[config.mk]
export PLATFORM = sky130hd
export DESIGN_NAME = bkm_bus_master
export DESIGN_NICKNAME = d
export VERILOG_FILES = /design/src/rtl/bkm_bus_master.sv
export SDC_FILE = /design/constraint.sdc
export NUM_CORES = 1
export LEC_CHECK = 0
export CAP_MARGIN = 20
export CORE_ASPECT_RATIO = 0.6
export CORE_UTILIZATION = 42
export DETAILED_ROUTE_END_ITERATION = 8
export PLACE_DENSITY = 0.77
export RECOVER_POWER = 50
export SYNTH_ARGS = -nofsm -noshare
export SYNTH_HDL_FRONTEND = slang
export SYNTH_SLANG_ARGS = --single-unit
[constraint.sdc]
create_clock -name clk_50mhz_in -period 1.66 [get_ports clk_50mhz_in]
set_input_delay 0.249 -clock clk_50mhz_in [delete_from_list [all_inputs] [get_ports clk_50mhz_in]]
set_output_delay 0.249 -clock clk_50mhz_in [all_outputs]
set_load 0.1 [all_outputs]
[src/rtl/bkm_bus_master.sv]
// BKM slot-bus initiator: runs one address cycle and one data cycle per command and returns read data.
// Optional card interrupt synchroniser and sticky flag, enabled by defining BKM_BUS_MASTER_IRQ_EN.
`timescale 1ns/1ps
module bkm_bus_master #(
    parameter int SETUP_CYCLES  = 2,
    parameter int STROBE_CYCLES = 4,
    parameter int HOLD_CYCLES   = 2
) (
    input  logic       clk_50mhz_in,
    input  logic       reset,
    input  logic       cmd_valid,
    output logic       cmd_ready,
    input  logic       cmd_write,
    input  logic [7:0] cmd_addr,
    input  logic [7:0] cmd_wdata,
    output logic       rsp_valid,
    output logic [7:0] rsp_rdata,
    output logic       busy,
    output logic       slot_x_int_x,
    output logic       clk_rw,
    output logic       ax_d,
    output logic       r_wx,
    output logic [7:0] ad_out,
    output logic       ad_oe_x,
    input  logic [7:0] ad_in,
    input  logic       irq_x,
    input  logic       irq_clear,
    output logic       irq_pending
);

    localparam logic [2:0] S_IDLE     = 3'd0;
    localparam logic [2:0] S_A_SETUP  = 3'd1;
    localparam logic [2:0] S_A_STROBE = 3'd2;
    localparam logic [2:0] S_A_HOLD   = 3'd3;
    localparam logic [2:0] S_D_SETUP  = 3'd4;
    localparam logic [2:0] S_D_STROBE = 3'd5;
    localparam logic [2:0] S_D_HOLD   = 3'd6;
    localparam logic [2:0] S_DONE     = 3'd7;

    localparam logic [7:0] SETUP_LOAD  = 8'(SETUP_CYCLES - 1);
    localparam logic [7:0] STROBE_LOAD = 8'(STROBE_CYCLES - 1);
    localparam logic [7:0] HOLD_LOAD   = 8'(HOLD_CYCLES - 1);

    logic [2:0] state;
    logic [2:0] state_nxt;
    logic [7:0] cnt;
    logic [7:0] cnt_load;
    logic       last;
    logic       wr_q;
    logic [7:0] addr_q;
    logic [7:0] wdata_q;
    logic       in_a;
    logic       in_d;

    assign last = (cnt == 8'd0);

    always_comb begin
        state_nxt = state;
        case (state)
            S_IDLE:     if (cmd_valid) state_nxt = S_A_SETUP;
            S_A_SETUP:  if (last) state_nxt = S_A_STROBE;
            S_A_STROBE: if (last) state_nxt = S_A_HOLD;
            S_A_HOLD:   if (last) state_nxt = S_D_SETUP;
            S_D_SETUP:  if (last) state_nxt = S_D_STROBE;
            S_D_STROBE: if (last) state_nxt = S_D_HOLD;
            S_D_HOLD:   if (last) state_nxt = S_DONE;
            default:    state_nxt = S_IDLE;
        endcase
    end

    // The down-counter is reloaded with (width - 1) whenever a new state is entered.
    always_comb begin
        cnt_load = 8'd0;
        case (state_nxt)
            S_A_SETUP, S_D_SETUP:   cnt_load = SETUP_LOAD;
            S_A_STROBE, S_D_STROBE: cnt_load = STROBE_LOAD;
            S_A_HOLD, S_D_HOLD:     cnt_load = HOLD_LOAD;
            default:                cnt_load = 8'd0;
        endcase
    end

    always_ff @(posedge clk_50mhz_in or posedge reset) begin
        if (reset) begin
            state <= S_IDLE;
            cnt   <= 8'd0;
        end else begin
            state <= state_nxt;
            if (state_nxt != state) begin
                cnt <= cnt_load;
            end else if (!last) begin
                cnt <= cnt - 8'd1;
            end
        end
    end

    always_ff @(posedge clk_50mhz_in or posedge reset) begin
        if (reset) begin
            wr_q    <= 1'b0;
            addr_q  <= 8'h00;
            wdata_q <= 8'h00;
        end else if (state == S_IDLE && cmd_valid) begin
            wr_q    <= cmd_write;
            addr_q  <= cmd_addr;
            wdata_q <= cmd_wdata;
        end
    end

    // Card data is taken on the edge that ends the data strobe.
    always_ff @(posedge clk_50mhz_in or posedge reset) begin
        if (reset) begin
            rsp_rdata <= 8'h00;
        end else if (state == S_D_STROBE && last && !wr_q) begin
            rsp_rdata <= ad_in;
        end
    end

    assign in_a = (state == S_A_SETUP) || (state == S_A_STROBE) || (state == S_A_HOLD);
    assign in_d = (state == S_D_SETUP) || (state == S_D_STROBE) || (state == S_D_HOLD);

    assign cmd_ready    = (state == S_IDLE);
    assign busy         = (state != S_IDLE);
    assign rsp_valid    = (state == S_DONE);
    assign slot_x_int_x = !(in_a || in_d);
    assign clk_rw       = !((state == S_A_STROBE) || (state == S_D_STROBE));
    assign ax_d         = !in_a;
    assign r_wx         = (in_a || in_d) ? !wr_q : 1'b1;
    assign ad_out       = in_a ? addr_q : ((in_d && wr_q) ? wdata_q : 8'h00);
    assign ad_oe_x      = !(in_a || (in_d && wr_q));

`ifdef BKM_BUS_MASTER_IRQ_EN
    logic irq_s1;
    logic irq_s2;

    // Set has priority over clear while the synchronised line is still low.
    always_ff @(posedge clk_50mhz_in or posedge reset) begin
        if (reset) begin
            irq_s1      <= 1'b1;
            irq_s2      <= 1'b1;
            irq_pending <= 1'b0;
        end else begin
            irq_s1      <= irq_x;
            irq_s2      <= irq_s1;
            irq_pending <= !irq_s2 || (irq_pending && !irq_clear);
        end
    end
`else
    logic unused_irq;
    assign unused_irq  = ^{irq_x, irq_clear};
    assign irq_pending = 1'b0;
`endif

endmodule

==> qor_table.md <==
| Item | This run |
|:---|:---|
| Layout filler cell count | 192 |
| Port buffer count | 51 |
| Placer congestion estimate | 0.771 |
| Worst reg2reg path startpoint | state[2] |
| RSZ-0062 raised after global routing | true |
| Placement-stage worst setup slack | -145 ps |
| Area of the die | 0.00461 mm² |
| Failing checks | setup timing |
| Worst hold stages | 3 |
| Signal arrival time at the worst endpoint | 1820 ps |
| Crit Path Class | flop to output port |
| Number of placed instances with taps included | 305 |
| Number of hold violations in the final report | 0 |
| Number of distinct library cell variants in the gate-level netlist after synthesis | 40 |
| Nets@finish | 308 |
| First drt pass iteration count | 4 |
| Sink Count | 36 |
| Clock tree from TritonCTS | yes |
| Overall routing resource usage | 0.269 |
| Met1 wire length | 2700 µm |
| Total gr overflow | 0 |
| Critical path startpoint | state[0] |
| Die Span Y | 53.0 µm |
| Initial antenna violation count | 0 |
| Post-Synthesis Cell Area | 0.00182 mm² |
| Antenna Violating Nets Remaining | 0 |
| Result of the run | complete, but fails checks |
| Clock skew | 8.79 ps |
| Count of placed standard cells in the final layout, fillers left out | 338 |
| Setup violations, final | 49 |
| Most used cells in the layout excluding fill and tap cells | buf_4 (38), dfrtp_1 (34), buf_12 (28) |
| Average wire length per cell after detail routing | 20.3 µm |
| CP startpoint kind | flop |
| Gate family responsible for the most delay along the worst path | buffers and inverters |
| Pins Over Slew Limit | 0 |
| Worst setup slack after layout | -411 ps |
| Count of state elements after synthesis | 36 |
| Path category of the worst min-delay check | input port to flop |
| DR vias/cell | 5.41 |
| Transition time at the pin with the least slew margin | 943 ps |
| Clock input transition at the sequential cells of the worst setup and hold paths | 80 ps |
| Number of buffers on the longest clock path | 2 |
| DR top layer | met4 |
| Number of stages on the worst setup path | 8 |
| Most common library cell in the layout ignoring fill and taps | buf_4 |
| Max-cap violation count | 0 |
| Growth of design area from synthesis to finish | 97.1% |
| WHS | 501 ps |
| Sequential fraction of the synthesis area | 0.495 |
| Global-route wire length before repair | 8890 µm |
| Ports placed on the boundary | 55 |
| Startpoint of the lowest-slack hold path | cmd_write |
| Worst-skew pair later-pin latency | 290 ps |
| Fin crit period | 2070 ps |
| Largest fanout on the critical path | 8 |
| Length of routed met3 wiring | 614 µm |
| Highest Clock Rate | 483 MHz |
| Share of final-layout standard cells stronger than drive strength 1 | 0.568 |
| 1st-iter DRT viols | 129 |
| Net count after synthesis | 200 |
| Period utilization | 1.25 |
| Relative max-transition margin | 0.371 |
| H-tree level count | 2 |
| Routed WL | 6860 µm |
| Core Area | 0.00414 mm² |
| TritonCTS Buffers | 5 |
| Number of placement rows | 18 |
| DRC viols | 0 |
| Worst-path cell with the longest stage delay | dfrtp_2 |
| Number of global-route vias before repair | 1791 |
| Vias | 1830 |
| Maximum single-stage delay on the critical path | 470 ps |
| Path depth of the worst reg2reg path | 8 |
| Crit end category | output port |
| Ant diodes | 0 |
| Average cell area after synthesis | 10.8 µm² |
| Worst Path Required | 1410 ps |
| Die Width | 87.0 µm |
| Dominant register cell in the synthesized netlist | dfrtp_1 |
| Buffering stage count on the worst path with inverters included | 4 |
| Post-synthesis async set-or-reset flop share | 1.00 |
| Synth warn | 0 |
| Total length of routed met2 wires | 3360 µm |
| Cell breakdown of the critical path | nor2_2 > nor2_4 > buf_6 > buf_8 > clkinv_8 > nand2_1 > a21oi_4 > buf_12 |
| Largest net degree at the start of global routing | 37 |
| CTS Hold Buffers Added | 0 |
| Number of synthesized flops with an enable pin | 0 |
| Estimated wirelength of the detail-placed design | 3530 µm |
| Initial standard-cell utilization of the core | 0.440 |
| Root buf cell | clkbuf_8 |
| Cell count after synthesis | 169 |
==> synthesized netlist by cell type, types with 2 or more instances <==
| library cell | instances | area share |
|---|---|---|
| nor3_1 | 2 | 0.0055 |
| o22ai_1 | 2 | 0.0069 |
| buf_4 | 3 | 0.012 |
| clkbuf_1 | 3 | 0.0062 |
| or3_1 | 2 | 0.0069 |
| a21o_1 | 3 | 0.012 |
| mux2i_1 | 3 | 0.016 |
| nand3_1 | 2 | 0.0055 |
| nor3b_1 | 2 | 0.0082 |
| nor2_1 | 14 | 0.029 |
| dfrtp_1 | 36 | 0.49 |
| nand2_1 | 27 | 0.056 |
| a21oi_1 | 12 | 0.033 |
| inv_1 | 7 | 0.014 |
| mux2_2 | 25 | 0.15 |
| o21ai_0 | 2 | 0.0055 |
==> final timing paths <==
path | to | slack [ps]
max in group asynchronous | state[0] | 340
max reg2reg | cnt[7] | -170
min reg2reg | wdata_q[7] | 520
max | ad_out[4] | -410
min | wr_q | 500
min in group asynchronous | state[2] | 670
==> repair_timing <==
action / in CTS / in global routing
setup endpoints to repair: 40 / 51
cloned: 2 / 0
pin swaps: 11 / 11
gates resized for setup: 25 / 37
setup buffers: 18 / 9
==> tightest hold or removal path, delay by kind of cell <==
family | cells | cell delay (ps)
buffers and inverters | 1 | 400
AND/OR/NAND/NOR | 2 | 110
==> metrics by stage <==
| step | TNS, ps | area, µm² | util |
|---|---|---|---|
| 5_1_grt | -8890 | 3590 | 0.867 |
| 3_3_place_gp | -2250 | 3010 | 0.726 |
| 6_report | -7430 | 3590 | 0.867 |
| 4_1_cts | -4260 | 3410 | 0.824 |
| 3_5_place_dp | -2820 | 3010 | 0.726 |
| 2_1_floorplan | -9050 | 2000 | - |
==> per-layer routing <==
| layer | GRT usage | vias up |
|---|---|---|
| li1 | - | 802 |
| met1 | 0.337 | 908 |
| met2 | 0.430 | 99 |
| met3 | 0.0952 | 21 |
| met4 | 0.103 | 0 |
| met5 | 0 | - |
==> final cells by class <==
class                   instances  area (µm²)  area share
clock inverters                 1        30.0     0.00836
clock buffers                   7        96.3      0.0268
multi-input cells             117        1120       0.313
repair buffers                109        1320       0.366
inverters                       8        48.8      0.0136
well taps                      60        75.1      0.0209
flip-flops and latches         36         903       0.252
==> registers in the layout, summed over array words and instances (netlist names) <==
name / flops
addr_q: 8
cnt: 8
rsp_rdata: 8
state: 3
wdata_q: 8
wr_q: 1
==> cell families (layout without fill, tap and decap cells) <==
family / count (synthesis) / in the layout / share of synthesized area
other: 1 / 1 / 0.00206
AOI/OAI and AO/OA: 26 / 26 / 0.0975
buffers and inverters: 16 / 125 / 0.0398
muxes: 28 / 28 / 0.171
xor gates and xnor gates: 1 / 1 / 0.00481
DFF: 36 / 36 / 0.495
and+or+nand+nor: 60 / 60 / 0.183
adders and majority gates: 1 / 1 / 0.00687
Power is left out: the tool's default activity adds up to more than one toggle a clock period on the data nets, which glitch-free logic cannot reach.
